==> src/rtl/text_buf_write_sched.sv <==
// text_buf_write_sched
//   Arbitrates the single write port of the 80x60 ASCII character buffer
//   that feeds the VGA text renderer. Two sources share the port:
//     - per-character writes from the terminal/cursor logic (valid/ready);
//     - an internal fill engine that clears the whole screen, or a single
//       text row, with FILL_CHAR.
//   The buffer sees at most one write per cycle, and no accepted write is lost.
//
// Handshake: a request transfers on a rising edge where req_valid & req_ready
//   are both high. req_ready depends only on the scheduler state and the two
//   clear pulses. It never depends on req_valid, so the requester may hold
//   req_valid high for as long as it likes while waiting.
//
// Ports
//   clk        system clock, rising edge
//   rst        synchronous reset, active-high
//   req_valid  character write request
//   req_ready  request is accepted on this edge if req_valid is also high
//   req_addr   linear address row*COLS+col
//   req_data   ASCII byte
//   clr_all    pulse: fill entire buffer with FILL_CHAR
//   clr_line   pulse: fill row clr_row with FILL_CHAR
//   clr_row    row to clear, sampled with clr_line
//   busy       a clear operation is writing this cycle
//   done       one-cycle pulse on the final write of a clear
//   err        one-cycle pulse: dropped out-of-range request or clr_row
//   buf_wr_en  buffer write enable (registered)
//   buf_addr   buffer write address (registered)
//   buf_data   buffer write data (registered)
module text_buf_write_sched #(
  parameter int          COLS      = 80,
  parameter int          ROWS      = 60,
  parameter int          ADDR_W    = 13,
  parameter int          ROW_W     = 6,
  parameter logic [7:0]  FILL_CHAR = 8'h20
) (
  input  logic              clk,
  input  logic              rst,
  input  logic              req_valid,
  output logic              req_ready,
  input  logic [ADDR_W-1:0] req_addr,
  input  logic [7:0]        req_data,
  input  logic              clr_all,
  input  logic              clr_line,
  input  logic [ROW_W-1:0]  clr_row,
  output logic              busy,
  output logic              done,
  output logic              err,
  output logic              buf_wr_en,
  output logic [ADDR_W-1:0] buf_addr,
  output logic [7:0]        buf_data
);

  localparam int TOTAL = COLS * ROWS;

  localparam logic [ADDR_W-1:0] LAST_A  = ADDR_W'(TOTAL - 1);
  localparam logic [ADDR_W-1:0] COLS_A  = ADDR_W'(COLS);
  localparam logic [ADDR_W-1:0] COLS_M1 = ADDR_W'(COLS - 1);

  localparam logic [1:0] ST_IDLE     = 2'd0;
  localparam logic [1:0] ST_CLR_ALL  = 2'd1;
  localparam logic [1:0] ST_CLR_LINE = 2'd2;

  logic [1:0]        state;
  // Address of the final write of the clear that is running.
  logic [ADDR_W-1:0] clr_last;

  logic              row_ok;
  logic              addr_ok;
  logic              req_fire;
  logic              at_end;
  logic [ADDR_W-1:0] line_base;
  logic [ADDR_W-1:0] next_addr;

  // The range checks use one extra bit so that they stay correct even when
  // COLS*ROWS (or ROWS) is exactly a power of two.
  assign row_ok  = ({1'b0, clr_row}  < (ROW_W + 1)'(ROWS));
  assign addr_ok = ({1'b0, req_addr} < (ADDR_W + 1)'(TOTAL));

  // The row base is computed at full address width, so row*COLS cannot truncate.
  assign line_base = ADDR_W'(clr_row) * COLS_A;

  // While clearing, buf_addr holds the address being written in this cycle.
  // The fill engine therefore steps from it and needs no separate counter.
  assign next_addr = buf_addr + ADDR_W'(1);
  assign at_end    = (buf_addr == clr_last);

  // A clear pulse blocks the request on the same edge. The request then
  // stalls with its valid still high, so it is not lost.
  assign req_ready = (state == ST_IDLE) & ~clr_all & ~clr_line;
  assign req_fire  = req_valid & req_ready;

  always_ff @(posedge clk) begin
    if (rst) begin
      state     <= ST_IDLE;
      clr_last  <= '0;
      busy      <= 1'b0;
      done      <= 1'b0;
      err       <= 1'b0;
      buf_wr_en <= 1'b0;
      buf_addr  <= '0;
      buf_data  <= '0;
    end else begin
      done <= 1'b0;
      err  <= 1'b0;

      if (clr_all) begin
        // A full clear always wins. If a clear is already running, it is
        // restarted from address 0 and its done pulse is never issued.
        state     <= ST_CLR_ALL;
        clr_last  <= LAST_A;
        busy      <= 1'b1;
        buf_wr_en <= 1'b1;
        buf_addr  <= '0;
        buf_data  <= FILL_CHAR;
        done      <= (LAST_A == '0);
      end else begin
        case (state)
          ST_IDLE: begin
            if (clr_line) begin
              if (row_ok) begin
                state     <= ST_CLR_LINE;
                clr_last  <= line_base + COLS_M1;
                busy      <= 1'b1;
                buf_wr_en <= 1'b1;
                buf_addr  <= line_base;
                buf_data  <= FILL_CHAR;
                done      <= (COLS_M1 == '0);
              end else begin
                buf_wr_en <= 1'b0;
                err       <= 1'b1;
              end
            end else if (req_fire) begin
              if (addr_ok) begin
                buf_wr_en <= 1'b1;
                buf_addr  <= req_addr;
                buf_data  <= req_data;
              end else begin
                // The request is consumed but never written. Address and
                // data keep their previous values.
                buf_wr_en <= 1'b0;
                err       <= 1'b1;
              end
            end else begin
              buf_wr_en <= 1'b0;
            end
          end

          ST_CLR_ALL,
          ST_CLR_LINE: begin
            // clr_line is ignored here. The final write stays in a clear
            // state, so req_ready first rises in the cycle after done.
            if (at_end) begin
              state     <= ST_IDLE;
              busy      <= 1'b0;
              buf_wr_en <= 1'b0;
            end else begin
              buf_wr_en <= 1'b1;
              buf_addr  <= next_addr;
              buf_data  <= FILL_CHAR;
              done      <= (next_addr == clr_last);
            end
          end

          default: begin
            state     <= ST_IDLE;
            busy      <= 1'b0;
            buf_wr_en <= 1'b0;
          end
        endcase
      end
    end
  end

endmodule

==> config.mk <==
export PLATFORM = sky130hd
export DESIGN_NAME = text_buf_write_sched
export DESIGN_NICKNAME = d
export VERILOG_FILES = /design/src/rtl/text_buf_write_sched.sv
export SDC_FILE = /design/constraint.sdc
export NUM_CORES = 1
export LEC_CHECK = 0
export ABC_AREA = 1
export CORE_MARGIN = 4
export CORE_UTILIZATION = 40
export CTS_BUF_LIST = sky130_fd_sc_hd__clkbuf_16
export CTS_CLUSTER_DIAMETER = 40
export CTS_CLUSTER_SIZE = 8
export DETAILED_ROUTE_END_ITERATION = 10
export GPL_ROUTABILITY_DRIVEN = 0
export GPL_TIMING_DRIVEN = 0
export PLACE_DENSITY_LB_ADDON = 0.2
export SETUP_SLACK_MARGIN = 0.1
export SLEW_MARGIN = 20
export SYNTH_ARGS = -nofsm -noshare
export SYNTH_HDL_FRONTEND = slang
export SYNTH_SLANG_ARGS = --single-unit
==> constraint.sdc <==
create_clock -name clk -period 2.9 [get_ports clk]
set_clock_uncertainty 0.15 [all_clocks]
set_input_delay 0.58 -clock clk [delete_from_list [all_inputs] [get_ports clk]]
set_output_delay 0.58 -clock clk [all_outputs]
set_load 0.05 [all_outputs]
Word-level counts from Yosys, hierarchy flattened
Index checks and enable logic that the tools add are counted.
{"block": "classes", "n_addsub": 2, "multipliers": 1, "magnitude_cmp": 2, "n_eq_ne": 18, "mux": 38, "bitwise": 7, "n_reduce_logical": 16}
{"op": "$mux 13", "n": 9}
{"op": "$mux 8", "n": 5}
{"op": "$eq 13x13->1", "n": 2}
{"op": "$pmux 13 s2", "n": 1}
{"op": "$ne 3x3->1 const B", "n": 7}
{"op": "$pmux 8 s2", "n": 1}
{"op": "$mux 1", "n": 15}
{"op": "$add 13x1->13 const B", "n": 1}
{"op": "$add 13x7->13 const B", "n": 1}
{"op": "$lt 13x13->1 const B", "n": 1}
{"op": "$ne 4x4->1 const B", "n": 3}
{"op": "$reduce_and 3->1", "n": 4}
{"op": "$reduce_and 5->1", "n": 2}
{"op": "$mul 6x3->9 const B", "n": 1}
{"op": "$ne 2x2->1 const B", "n": 4}
{"op": "$reduce_bool 2->1", "n": 4}
{"op": "$lt 6x6->1 const B", "n": 1}
{"op": "$mux 2", "n": 3}
{"op": "$mux 6", "n": 1}
{"op": "$not 1->1", "n": 4}
{"op": "$pmux 1 s2", "n": 2}
{"op": "$pmux 2 s2", "n": 1}
{"op": "$reduce_or 2->1", "n": 2}
{"op": "$reduce_or 4->1", "n": 1}
{"op": "other kinds (6)", "n": 8}
{"block": "word_totals", "reg_bits": 40, "input_bits": 32, "out_inout_bits": 26, "word_cells": 95}

Longest topological paths before layout
{"block": "depth", "ltp_word": 8, "mapped_depth": 14, "mapped_depth_nobuf": 14}

Least setup slack after synthesis
Ideal clock, no wire load.
{"block": "synth_timing", "path_kind": "input -> register", "from": "input port clr_row[1]", "to": "register clr_last[11]", "setup_ns": 0.115, "arrival_time_ns": 2.224, "required_time_ns": 2.635, "setup_slack_ns": 0.412, "path_stages": 9, "n_path_buf": 0, "cell_sequence": "ha_1 ha_1 fa_1 nand3_1 nor2_1 inv_1 o21ai_0 nand2_1 o21a_1"}
{"block": "synth_via", "elab_chain_len": 2, "word_cells_on_any_way": 4, "cone_classes": "add/sub (1); mul (1); order compare (1); reduce/logical (1)"}
{"item": "start, declared", "line_no": "45", "rtl": "input logic [ROW_W-1:0] clr_row,"}
{"item": "$mul 6x3->9 or $lt 6x6->1 (tied branches)", "line_no": "81, 77"}
{"item": "$add 13x7->13 or $reduce_and 3->1 (tied branches)"}
{"item": "end signal, assigned", "line_no": "123", "rtl": "clr_last <= line_base + COLS_M1;"}
{"item": "end, declared", "line_no": "66", "rtl": "logic [ADDR_W-1:0] clr_last;"}
Several ways; a longest one is shown, not always the timed one.
A chain may end at the register's enable or synchronous reset.

Worst setup path in the final report
{"block": "layout_timing", "from": "input port clr_row[0]", "to": "register buf_addr[11]"}
{"block": "layout_via", "elab_chain_len": 4, "word_cells_on_any_way": 7, "cone_classes": "mul (1); order compare (1); eq/ne (1); mux (3); reduce/logical (1)"}
{"item": "$mul 6x3->9", "line_no": "81", "rtl": "assign line_base = ADDR_W'(clr_row) * COLS_A;"}
{"item": "$mux 13", "line_no": "121", "rtl": "if (row_ok) begin"}
{"item": "$mux 13", "line_no": "120", "rtl": "if (clr_line) begin"}
{"item": "$pmux 13 s2", "line_no": "118", "rtl": "case (state)"}
{"item": "end signal, assigned", "line_no": "126", "rtl": "buf_addr <= line_base;"}
{"item": "end signal, assigned", "line_no": "136", "rtl": "buf_addr <= req_addr;"}
{"item": "end signal, assigned", "line_no": "159", "rtl": "buf_addr <= next_addr;"}
{"item": "end, declared", "line_no": "50", "rtl": "output logic [ADDR_W-1:0] buf_addr,"}
Several ways; a longest one is shown, not always the timed one. The select of a mux whose other input is x is not followed.

==> run summary <==
For the worst setup path, the data required time is 2930 ps. Clock transition at the register clock pins on the worst setup and hold paths after CTS: 60 ps. The initial antenna violation count was 0.

The critical path in this run is classified as in -> reg. The worst min-delay path class was reg -> reg. The net count after synthesis was 482; the number of max-cap violations was 0. The worst-case IR drop observed on VDD is 270 µV.

For this run, design rule violations remaining after detail routing come to 0. For this design, the sink count on the clock tree is 37. The portion of netlist area occupied by mux cells is 0.

The number of buffers on the longest clock path was 2. Dividing total power by cell area gives a power density of 501 nW/µm². The area growth from synthesis to layout is 31.3%. The number of vias per cell was 5.19.

The sequential element share of the synthesized area was 0.273; the end-of-flow core utilization was 0.552. The number of setup violations in the final report was 0; the number of buffers created by CTS was 5. OpenSTA, run right after detailed placement, puts the worst setup slack at -283 ps.

The area of the core region was 6460 µm². For this block, the initial DRC count from the detailed router was 223. In this run the horizontal extent of the chip is 90.4 µm. The count of mapped cells out of synthesis was 437; the quantity of I/O buffers inserted on ports was 56. Counting flops with a built-in enable in the synthesized netlist gives 0. Floorplan row count: 29. The static leakage was 0.00159 µW; the count of TritonRoute iterations in the first routing pass was 5.

The number of distinct standard cells referenced by the synthesized netlist is 37. Final hold analysis gives a worst-case slack of 329 ps. Dominant delay contributor by cell family on the critical path: adder cells. The number of buffer and inverter stages on the critical path was 1. Of all nets on the critical path, the largest fanout is 4.

The share of synthesized cell area in full adder, half adder and majority cells was 0.0626; the vertical extent of the die was 90.4 µm. The highest-delay cell along the critical path is sky130_fd_sc_hd__clkdlybuf4s50_1. For this run, the number of Yosys warnings is 0. In this run the number of H-tree levels came out at 2. The basic-gate share of the synthesized area counting and, or, nand and nor cells is 0.386, and the via count of the first global-routing pass is 2781.

The run gives 8.07 mm as the routed wire length. The run finished with clean final reports. The tools report the number of nets in the final layout as 547. The worst setup path is captured at a flop.

The wire length of the first global-routing pass is 13.2 mm. The die covers 8180 µm². Share of the clock period used by the worst path after layout: 0.947.

Number of max-slew violations in the final report: 0. The top cell types in the final layout, fill and taps aside, are sky130_fd_sc_hd__nand2_1, sky130_fd_sc_hd__inv_1, sky130_fd_sc_hd__clkdlybuf4s50_1, sky130_fd_sc_hd__nor2_1, sky130_fd_sc_hd__dfxtp_1. The data arrival time of the critical path is 2780 ps, and the remaining antenna violation count is 0.

The complex-gate fraction of the synthesized area was 0.147; the maximum frequency from static timing analysis was 0.364 GHz. Leaving out fill and tap cells, the most frequent cell in the layout is sky130_fd_sc_hd__nand2_1. The ratio of cells with drive above 1 in the final layout was 0.0835; the average cell area after synthesis was 6.22 µm². CTS placed an instance of sky130_fd_sc_hd__clkbuf_16 at the clock tree root.

The logs give 0.421 for the initial standard-cell utilization of the core and 0 for the number of failing hold endpoints at the final stage. Walking the worst path, the cells encountered are clkdlybuf4s50_1 > ha_1 > ha_2 > fa_2 > nand3_1 > nand3_1 > xor2_1 > a22oi_1 > nand2_1 > nor2_1 > nor2_1. The tools report the total via count in the routed design as 3010.

Entering global routing, the biggest net connects 13 pins. The primary flip-flop cell chosen by synthesis mapping is sky130_fd_sc_hd__dfxtp_1. After layout, the worst setup slack is 153 ps. For the global routing usage summed across all routing layers, the log shows 0.198. The number of antenna diodes in the final layout is 0.

Synthesized area: 2720 µm². The post-layout minimum cycle time is 2750 ps, and the half-perimeter wire length after detailed placement is 6.29 mm. The total overflow left after global routing is 0. Setup repair after global routing could not meet its margin everywhere.

The I/O pin count is 58, and the routed length per instance is 13.9 µm. The post-synthesis async set-or-reset flop share was 0; the clock network latency to the later pin of the worst-skew pair was 280 ps. By area, the combinational part of the netlist is dominated by simple AND/OR/NAND/NOR gates. The xor/xnor share of the synthesized area is 0.0290. TritonCTS built the clock tree.

The flip-flop and latch count after synthesis works out to 37. The worst setup path is launched from an input port. The delay of the slowest cell on the worst path was 490 ps. For the pin with the worst max-slew slack, the measured transition is 769 ps. The number of filler instances in the final layout is 663. The logs give 0.485 for the headroom to the max-slew limit and 0 for the number of hold buffers added after cts.
worst paths after layout:
check              start  slack (ps)  cells after the start      endpoint
max           clr_row[0]         150                     11  buf_addr[11]
min          clr_last[8]         330                      2   clr_last[8]
max reg2reg     state[0]         380                      9   buf_addr[3]
min reg2reg  clr_last[8]         330                      2   clr_last[8]
layer usage:
layer / up-vias / track usage / wire length, µm
met5: - / 0 / 0
met4: 0 / 0.0765 / 154
met3: 17 / 0.0400 / 479
met2: 108 / 0.325 / 3810
met1: 1342 / 0.254 / 3620
li1: 1543 / - / -
registers in the layout, indices dropped and copies added (netlist names):
name       cells
buf_addr      13
buf_data       8
buf_wr_en      1
busy           1
clr_last      10
done           1
err            1
state          2
layout make-up:
cell class / count / area (µm²) / share of cell area
flip-flops and latches: 37 / 741 / 0.208
clock buffers: 5 / 125 / 0.0351
repair buffers: 58 / 572 / 0.160
inverters: 58 / 220 / 0.0617
multi-input cells: 332 / 1710 / 0.481
well taps: 77 / 96.3 / 0.0270
clock inverters: 3 / 41.3 / 0.0116
plain buffers: 10 / 57.6 / 0.0161
what timing repair did:
action | CTS | global route
pin swaps | 1 | 1
buffers inserted | 2 | 0
gates resized for setup | 4 | 8
setup endpoints to repair | 7 | 8
power breakdown:
| part | internal [µW] | switching [µW] |
|---|---|---|
| registers | 542 | 29.8 |
| clock network | 402 | 213 |
| logic | 225 | 376 |
| total | 1170 | 619 |
logic make-up after synthesis:
family / count (synthesis)
compound gates: 66
xor+xnor: 9
fa+ha+maj: 13
buf+inv: 68
flops: 37
simple gates: 244
worst reg2reg max path, stage by stage, from the launching register on:
cell                       delay, ps
sky130_fd_sc_hd__dfxtp_1         360
sky130_fd_sc_hd__inv_1            60
sky130_fd_sc_hd__ha_1            280
sky130_fd_sc_hd__clkbuf_1        250
sky130_fd_sc_hd__nor2_1          660
sky130_fd_sc_hd__buf_2           350
sky130_fd_sc_hd__nand2_1          70
sky130_fd_sc_hd__o21ai_0          70
sky130_fd_sc_hd__nand2_1          70
sky130_fd_sc_hd__a21oi_1         120
through the flow:
| stage | power [µW] | TNS, ps | area (µm²) | cells |
|---|---|---|---|---|
| 6_report | 1790 | 0 | 3570 | 580 |
| 4_1_cts | 1790 | 0 | 3560 | 580 |
| 3_5_place_dp | 1170 | -1540 | 3370 | 570 |
| 5_1_grt | 1890 | 0 | 3570 | 580 |
| 2_1_floorplan | 979 | 0 | 2720 | 437 |
| 3_3_place_gp | 1160 | -1370 | 3370 | 570 |
Yosys cell counts (2+ instances only):
| cell type | count | area, µm² |
|---|---|---|
| sky130_fd_sc_hd__nand2_1 | 146 | 548 |
| sky130_fd_sc_hd__nand2_4 | 2 | 22.5 |
| sky130_fd_sc_hd__nor2_1 | 44 | 165 |
| sky130_fd_sc_hd__nor2_4 | 2 | 22.5 |
| sky130_fd_sc_hd__a21oi_1 | 20 | 100 |
| sky130_fd_sc_hd__xnor2_1 | 4 | 35.0 |
| sky130_fd_sc_hd__a31oi_1 | 2 | 12.5 |
| sky130_fd_sc_hd__nand2_2 | 5 | 31.3 |
| sky130_fd_sc_hd__nor2_2 | 3 | 18.8 |
| sky130_fd_sc_hd__inv_2 | 3 | 11.3 |
| sky130_fd_sc_hd__o21ai_0 | 21 | 105 |
| sky130_fd_sc_hd__a21oi_2 | 4 | 35.0 |
| sky130_fd_sc_hd__xor2_1 | 5 | 43.8 |
| sky130_fd_sc_hd__a22oi_1 | 8 | 60.1 |
| sky130_fd_sc_hd__a211oi_1 | 4 | 30.0 |
| sky130_fd_sc_hd__clkbuf_1 | 6 | 22.5 |
| sky130_fd_sc_hd__nand3_1 | 23 | 115 |
| sky130_fd_sc_hd__buf_6 | 2 | 22.5 |
| sky130_fd_sc_hd__inv_1 | 54 | 203 |
| sky130_fd_sc_hd__nor3_1 | 6 | 30.0 |
| sky130_fd_sc_hd__nand4_1 | 10 | 62.6 |
| sky130_fd_sc_hd__ha_1 | 12 | 150 |
| sky130_fd_sc_hd__dfxtp_1 | 37 | 741 |
Power figures use the tool's default switching activity.
